**config.mk**
```make
export PLATFORM = sky130hd
export DESIGN_NAME = text_line_renderer
export DESIGN_NICKNAME = d
export VERILOG_FILES = /design/src/rtl/text_line_renderer_pkg.sv /design/src/rtl/text_write_queue.sv /design/src/rtl/text_line_renderer.sv
export SDC_FILE = /design/constraint.sdc
export NUM_CORES = 1
export LEC_CHECK = 0
export ABC_CLOCK_PERIOD_IN_PS = 3380
export CAP_MARGIN = 40
export CORE_ASPECT_RATIO = 0.5
export CORE_MARGIN = 5
export CORE_UTILIZATION = 35
export CTS_BUF_LIST = sky130_fd_sc_hd__clkbuf_4
export CTS_CLUSTER_DIAMETER = 50
export CTS_CLUSTER_SIZE = 12
export DETAILED_ROUTE_END_ITERATION = 6
export MAX_ROUTING_LAYER = met4
export PLACE_DENSITY = 0.5
export SLEW_MARGIN = 40
export SYNTH_ARGS = -nofsm -noshare
export SYNTH_HDL_FRONTEND = slang
export SYNTH_SLANG_ARGS = --single-unit
```
**constraint.sdc**
```tcl
create_clock -name clk -period 3.38 [get_ports clk]
set_clock_uncertainty 0.05 [all_clocks]
set_input_delay 0.507 -clock clk [delete_from_list [all_inputs] [get_ports clk]]
set_output_delay 0.507 -clock clk [all_outputs]
set_load 0.05 [all_outputs]
```
**src/rtl/text_line_renderer_pkg.sv**
```systemverilog
`default_nettype none
// ============================================================================
//  Module   : text_line_renderer_pkg
//  Purpose  : Shared glyph geometry, display limits and write-queue state
//             encoding for the single-line text renderer.
//  Revision : 1.0  initial release
// ============================================================================
package text_line_renderer_pkg;

    localparam int          GLYPH_W    = 8;
    localparam int          GLYPH_H    = 8;
    localparam logic [7:0]  BLANK_CHAR = 8'h20;
    localparam int          DISP_W     = 640;
    localparam int          DISP_H     = 480;

    // One-entry write queue: either empty or holding a deferred write
    typedef enum logic [0:0] {
        Q_IDLE    = 1'b0,
        Q_PENDING = 1'b1
    } wq_state_t;

endpackage
`default_nettype wire

```
**src/rtl/text_write_queue.sv**
```systemverilog
`default_nettype none
// ============================================================================
//  Module   : text_write_queue
//  Purpose  : One-entry pending register for text buffer writes. A write that
//             arrives while the beam is drawing the box is parked here and
//             committed on the first cycle the box is not being drawn, so a
//             line is never rendered with a half-updated buffer.
//  Revision : 1.0  initial release
// ============================================================================
module text_write_queue
    import text_line_renderer_pkg::*;
#(
    parameter int AW = 4
) (
    input  logic          clk,
    input  logic          reset,
    input  logic          wr_en,
    input  logic [AW-1:0] wr_addr,
    input  logic [7:0]    wr_char,
    input  logic          busy,
    output logic          wr_ready,
    output logic          commit_en,
    output logic [AW-1:0] commit_addr,
    output logic [7:0]    commit_char
);

    wq_state_t     r_state;
    wq_state_t     w_state_next;
    logic          w_latch;
    logic [AW-1:0] r_addr;
    logic [7:0]    r_char;

    // State register; reset discards any pending write
    always_ff @(posedge clk) begin
        if (reset) r_state <= Q_IDLE;
        else       r_state <= w_state_next;
    end

    // Capture the deferred write payload
    always_ff @(posedge clk) begin
        if (reset) begin
            r_addr <= '0;
            r_char <= 8'h00;
        end else if (w_latch) begin
            r_addr <= wr_addr;
            r_char <= wr_char;
        end
    end

    // Accept / defer / commit decisions; a direct write bypasses the register
    always_comb begin
        w_state_next = r_state;
        w_latch      = 1'b0;
        wr_ready     = 1'b0;
        commit_en    = 1'b0;
        commit_addr  = wr_addr;
        commit_char  = wr_char;
        case (r_state)
            Q_IDLE: begin
                wr_ready = 1'b1;
                if (wr_en) begin
                    if (busy) begin
                        w_latch      = 1'b1;
                        w_state_next = Q_PENDING;
                    end else begin
                        commit_en    = 1'b1;
                    end
                end
            end
            Q_PENDING: begin
                commit_addr = r_addr;
                commit_char = r_char;
                if (!busy) begin
                    commit_en    = 1'b1;
                    w_state_next = Q_IDLE;
                end
            end
            default: w_state_next = Q_IDLE;
        endcase
    end

endmodule
`default_nettype wire

```
**src/rtl/text_line_renderer.sv**
```systemverilog
`default_nettype none
// ============================================================================
//  Module   : text_line_renderer
//  Purpose  : Renders one line of NCHARS 8x8 character cells at a fixed
//             screen position. Two-stage pipeline: stage 1 looks up the cell's
//             character and drives the external font ROM, stage 2 selects the
//             glyph bit. Buffer writes are deferred while the box is visible.
//  Revision : 1.0  initial release
// ============================================================================
module text_line_renderer
    import text_line_renderer_pkg::*;
#(
    parameter int ORIGIN_X = 256,
    parameter int ORIGIN_Y = 232,
    parameter int NCHARS   = 16
) (
    input  logic                      clk,
    input  logic                      reset,
    input  logic [9:0]                pixel_x,
    input  logic [9:0]                pixel_y,
    input  logic                      video_on,
    input  logic                      wr_en,
    input  logic [$clog2(NCHARS)-1:0] wr_addr,
    input  logic [7:0]                wr_char,
    output logic                      wr_ready,
    output logic [7:0]                rom_char,
    output logic [2:0]                rom_row,
    input  logic [7:0]                rom_data,
    output logic                      pix_on,
    output logic                      pix_valid
);

    localparam int         AW      = $clog2(NCHARS);
    localparam logic [10:0] c_org_x = 11'(ORIGIN_X);
    localparam logic [10:0] c_org_y = 11'(ORIGIN_Y);
    localparam logic [10:0] c_box_w = 11'(GLYPH_W * NCHARS);
    localparam logic [10:0] c_box_h = 11'(GLYPH_H);

    logic [9:0]    w_dx;
    logic [9:0]    w_dy;
    logic          w_in_box;
    logic          w_busy;
    logic [AW-1:0] w_cell;
    logic [2:0]    w_col;
    logic [2:0]    w_row;

    logic          w_commit_en;
    logic [AW-1:0] w_commit_addr;
    logic [7:0]    w_commit_char;

    logic [7:0]    r_buffer [NCHARS];
    logic [2:0]    r_col_d1;
    logic          r_in_box_d1;
    logic          r_video_on_d1;

    // Box-relative offsets; positions left/above the origin wrap to large
    // values, so the explicit lower-bound compare keeps them out of the box
    assign w_dx     = pixel_x - c_org_x[9:0];
    assign w_dy     = pixel_y - c_org_y[9:0];
    assign w_in_box = ({1'b0, pixel_x} >= c_org_x) && ({1'b0, w_dx} < c_box_w) &&
                      ({1'b0, pixel_y} >= c_org_y) && ({1'b0, w_dy} < c_box_h);
    assign w_busy   = w_in_box & video_on;
    assign w_cell   = w_dx[AW+2:3];
    assign w_col    = w_dx[2:0];
    assign w_row    = w_dy[2:0];

    text_write_queue #(
        .AW (AW)
    ) u_wq (
        .clk         (clk),
        .reset       (reset),
        .wr_en       (wr_en),
        .wr_addr     (wr_addr),
        .wr_char     (wr_char),
        .busy        (w_busy),
        .wr_ready    (wr_ready),
        .commit_en   (w_commit_en),
        .commit_addr (w_commit_addr),
        .commit_char (w_commit_char)
    );

    // Text buffer: reset to blanks, written only when the queue commits
    always_ff @(posedge clk) begin
        if (reset) begin
            for (int i = 0; i < NCHARS; i++) r_buffer[i] <= BLANK_CHAR;
        end else if (w_commit_en) begin
            r_buffer[w_commit_addr] <= w_commit_char;
        end
    end

    // Stage 1: character lookup and font ROM address
    always_ff @(posedge clk) begin
        if (reset) begin
            rom_char      <= 8'h00;
            rom_row       <= 3'd0;
            r_col_d1      <= 3'd0;
            r_in_box_d1   <= 1'b0;
            r_video_on_d1 <= 1'b0;
        end else begin
            rom_char      <= w_in_box ? r_buffer[w_cell] : 8'h00;
            rom_row       <= w_in_box ? w_row : 3'd0;
            r_col_d1      <= w_col;
            r_in_box_d1   <= w_busy;
            r_video_on_d1 <= video_on;
        end
    end

    // Stage 2: glyph bit select, bit 7 is the leftmost pixel
    always_ff @(posedge clk) begin
        if (reset) begin
            pix_on    <= 1'b0;
            pix_valid <= 1'b0;
        end else begin
            pix_on    <= r_in_box_d1 & rom_data[3'd7 - r_col_d1];
            pix_valid <= r_video_on_d1;
        end
    end

endmodule
`default_nettype wire

```
After elaboration in Yosys (flattened, before gate mapping)
Memories as Yosys holds them, arrays and structs flattened. A register that Yosys moved wholly into a read port is not among the register bits.
Cells that the tools add are included.

storage, ports and cells
  register bits after elaboration = 23
  latch bits = 0
  bits in writable memories = 128
  memory bits (read-only) = 0
  input port bits = 44
  word-level logic and storage cells = 47
  memories = 1

operators by class
  add/subtract/negate cells = 3
  multipliers = 0
  divide/modulo/power cells = 0
  magnitude comparators = 5
  equality and inequality tests = 0
  shifts and indexed selects = 0
  muxes and demuxes = 20
  bitwise gates (word level) = 4
  reductions and logical operators = 5

memory list
  memory    words  width  rd ports  clocked after Yosys merged registers in  wr ports  line                      text
  r_buffer  16     8      1         1                                        16        text_line_renderer.sv:51  logic [7:0] r_buffer [NCHARS];

operators by type and width
  cell                   count
  $mux 8                 2
  $mux 1                 13
  $ge 10x8->1 const B    1
  $ge 10x9->1 const B    1
  $lt 10x4->1 const B    1
  $lt 10x8->1 const B    1
  $sub 10x8->10 const B  1
  $sub 10x9->10 const B  1
  $mux 4                 2
  $reduce_or 8->1        1
  $lt 3x4->1 const B     1
  $pmux 1 s2             2
  $bmux 1 s3             1
  $logic_and 1x1->1      3
  $sub 3x3->3 const A    1
  $and 1x1->1            2
  $not 1->1              2
  $reduce_or 2->1        1

Depth between registers and ports, before layout
  depth in word-level cells = 14
  gate-level depth with buffers = 8
  depth with buffers taken out = 6

Cells and area by module
From an unflattened synthesis, not the netlist that was laid out.

second synthesis, totals
  cell total of the unflattened synthesis = 495
  area, all modules = 7230.7 µm²

modules (own cells, without submodules)
  module              times used  cells an instance  area an instance (µm²)  sequential area each (µm²)
  text_line_renderer  1           423                6495.0                  4204.0
  text_write_queue    1           72                 735.7                   260.2

Worst setup path before layout
OpenSTA, ideal clock, no wires.

  path kind = input-to-reg
  start = in pixel_y[4]
  end = mem r_buffer[8][0] (enable)
  library setup time = 278 ps
  arrival = 2413 ps
  data required time = 3052 ps
  setup slack = 639 ps
  stages on the path = 7
  path through = inv_1 ha_1 or4bb_1 or3_1 a211o_1 buf_2 a31o_1

RTL lines
  element      line                      text
  from (decl)  text_line_renderer.sv:20  input logic [9:0] pixel_y,
  to (decl)    text_line_renderer.sv:51

==> metrics.cfg <==
[place]
gp_congestion = 0.775
dp.cells = 984
port_buffers = 57
place_hpwl_mm = 14.5
placed_cell_area_mm2 = 0.00893

[hold_path]
min_from = reset
worstHoldPathCells = 2
hp-class = input pin to register
hold_end = r_video_on_d1

[power_and_ir_drop]
power_density_mw_per_mm2 = 419
vdd_drop_max_uv = 191
leakagePower_nw = 3.22
total_power_mw = 3.88

[cts]
cts_tree = built
root_buffer = clkbuf_4
cts.clk_slew.worst_paths_ns = 0.12
hold_buffers = 0
cts_resized = 0
post_cts_buffers = 0
h-tree-depth = 4
cts_buffers = 17
clockBufferDepth = 2
cts.sinks = 159
insertion_delay_ns = 0.58

[critical_path]
critPathBufInv = 3
crit_slowest_cell = clkdlybuf4s50_1
end_kind = register
path_cells = clkdlybuf4s50_1, inv_1, ha_1, or4bb_1, or3_1, a211o_1, buf_12, a31o_1
rr_worst_depth = 5
crit_required_ns = 3.61
critPathMaxFanout = 34
r2r_slack_ns = 1.28
path_class = input pin to register
critPathArrivalTime_ns = 3.00
critPathTopFamily = simple AND/OR/NAND/NOR gates
slowest_delay_ns = 0.48
reg2reg_from = u_wq.r_state
start_kind = input pin
r2r-end = r_buffer[6][6]

[detailed_routing]
dr.pass1.iters = 7
wl_per_cell_um = 21.2
vias_per_cell = 5.44
vias = 5530
ant_nets = 0
drt_wl_total_mm = 21.6
route.detailed.drc = 1
drtIter0Drc = 493

[floorplanning]
die_x_um = 221
die_area_mm2 = 0.0255
core.rowCount = 38
die_h_um = 115
initial_core_util_pct = 35.7
io_pins = 58
core_region_area_mm2 = 0.0218

[sta]
fin_crit_sh_pct = 81.8
tightest_slew_ns = 0.797
slew_violations = 0
final-hold-violation-count = 0
max_freq_mhz = 362
fin_setup_tns_ns = 0
slew_headroom_pct = 46.9
grt_setup_unrepaired = false
hold-worst-slack_ns = 0.252
setup_violations = 0
min_period_ns = 2.77

[synthesis]
synth_nets = 694
yosysTopAreaCellShare_pct = 49.4
synthArstFlopShare_pct = 0
synth_compound_area_share_pct = 5.88
synthSimpleGateAreaFrac_pct = 19.8
synthTopCellsByArea = edfxtp_1 (49%), mux4_2 (9.8%), dfxtp_1 (8.0%)
synth_edf_count = 128
netlist_area_mm2 = 0.00778
synth_top_family_by_area = simple AND/OR/NAND/NOR gates
synth_xor_area_share_pct = 0
syn_area_per_cell_um2 = 12.0
synthMuxAreaShare_pct = 12.5
yosysWarnings = 0
ys_types = 43
yosysTopAreaCell = edfxtp_1
synth-seq-cells = 159
synthCells = 648
postSynth.topFlopCell = edfxtp_1
yosysSeqAreaShare_pct = 57.4
synth_adder_area_share_pct = 0.321

[grt]
grt_pass1_vias = 5323
grt_max_degree = 37
grtUsageTotal_pct = 17.7
grt_pass1_wl_mm = 32.9
antenna_found_initial = 1
gr-total-overflow = 0

[finish]
drive_gt1_share_pct = 17.3
synthToLayoutAreaGrowth_pct = 18.8
fin_nets = 749
fin_area_mm2 = 0.00925
layoutNonFillerInstCount = 1017

[job]
maxCapViolations = 0

[status]
violations = design-rule violations
outcome = complete, but fails checks

## power breakdown
group	internal [mW]	switching, mW
sequential	2.16	0.0162
clock	0.608	0.699
combinational	0.164	0.229
## metrics by stage
step / util, % / setup WS (ns)
6_report: 42.5 / 0.614
3_3_place_gp: 41.0 / 0.0128
2_1_floorplan: - / 0.639
5_1_grt: 42.5 / 0.589
4_1_cts: 42.5 / 0.649
3_5_place_dp: 41.0 / 0.000919
## worst register-to-register path, delay by kind of cell (launching register included)
kind | cells | cell delay [ns]
compound gates | 2 | 0.61
buf+inv | 2 | 0.65
flops | 1 | 0.35
simple gates | 1 | 0.12
## metal layers
| layer | vias up | share of wire, % | global-route usage [%] |
|---|---|---|---|
| li1 | 2549 | - | - |
| met1 | 2730 | 48 | 25.9 |
| met2 | 237 | 43 | 24.7 |
| met3 | 14 | 7.9 | 4.66 |
| met4 | 0 | 1.0 | 3.72 |
| met5 | - | 0 | - |
## placed cells by master, fill, tap and decap left out, types with 21 or more instances in the layout
| master | netlist | routed |
|---|---|---|
| buf_4 | 1 | 40 |
| clkdlybuf4s50_1 | 0 | 55 |
| dfxtp_1 | 31 | 31 |
| edfxtp_1 | 128 | 128 |
| mux2i_1 | 21 | 21 |
| mux4_2 | 34 | 34 |
| nand2_1 | 26 | 26 |
| nand2b_1 | 27 | 27 |
| nand3_1 | 74 | 74 |
| nor2_1 | 78 | 78 |
| nor3_1 | 34 | 34 |
## Yosys cell counts (2+ instances only)
cell and instances:
edfxtp_1 128, nor2_1 78, nand3_1 74, clkbuf_1 48, mux4_2 34, nor3_1 34
dfxtp_1 31, nand2b_1 27, nand2_1 26, mux2i_1 21, a211oi_1 17, buf_2 16
nand4b_1 14, a31o_1 13, nor2b_1 13, nor3b_1 11, nand3b_1 10, a21oi_1 8
inv_1 8, a41o_1 3, buf_1 3, o21ai_0 3, o21ai_1 3, a211o_1 2
and2_1 2, and4_1 2, ha_1 2, or3_1 2
## cell families after synthesis
group | Yosys count
flops | 159
buf+inv | 77
simple gates | 297
mux | 55
fa+ha+maj | 2
compound gates | 58
## registers in the layout, summed over array words and instances, names as in the netlist
register,flops
rom_char,8
r_video_on_d1,1
u_wq.r_char,8
u_wq.r_state,1
rom_row,3
pix_on,1
r_buffer,128
r_in_box_d1,1
pix_valid,1
r_col_d1,3
u_wq.r_addr,4
## how the worst max path moves through the flow
| stage | start | to | slack, ns | cells past startpoint |
|---|---|---|---|---|
| 2_1_floorplan | pixel_y[4] | r_buffer[8][0] | 0.64 | 7 |
| 3_5_place_dp | pixel_y[3] | r_buffer[13][6] | 0.0009 | 8 |
| 5_1_grt | pixel_y[3] | r_buffer[9][1] | 0.59 | 8 |
| 4_1_cts | pixel_y[3] | r_buffer[9][1] | 0.65 | 8 |
| 3_3_place_gp | pixel_y[3] | r_buffer[13][2] | 0.01 | 8 |
| 6_report | pixel_y[3] | r_buffer[13][1] | 0.61 | 8 |
## area by class of cell
type,count,area [µm²]
tap,300,375
timing repair buffer,105,1020
clock buffer,20,150
antenna,1,2.50
clock inverter,12,169
multi-input combinational,412,3040
inverter,8,30.0
fill,2113,12500
sequential,159,4460
(Power assumes the default switching activity.)
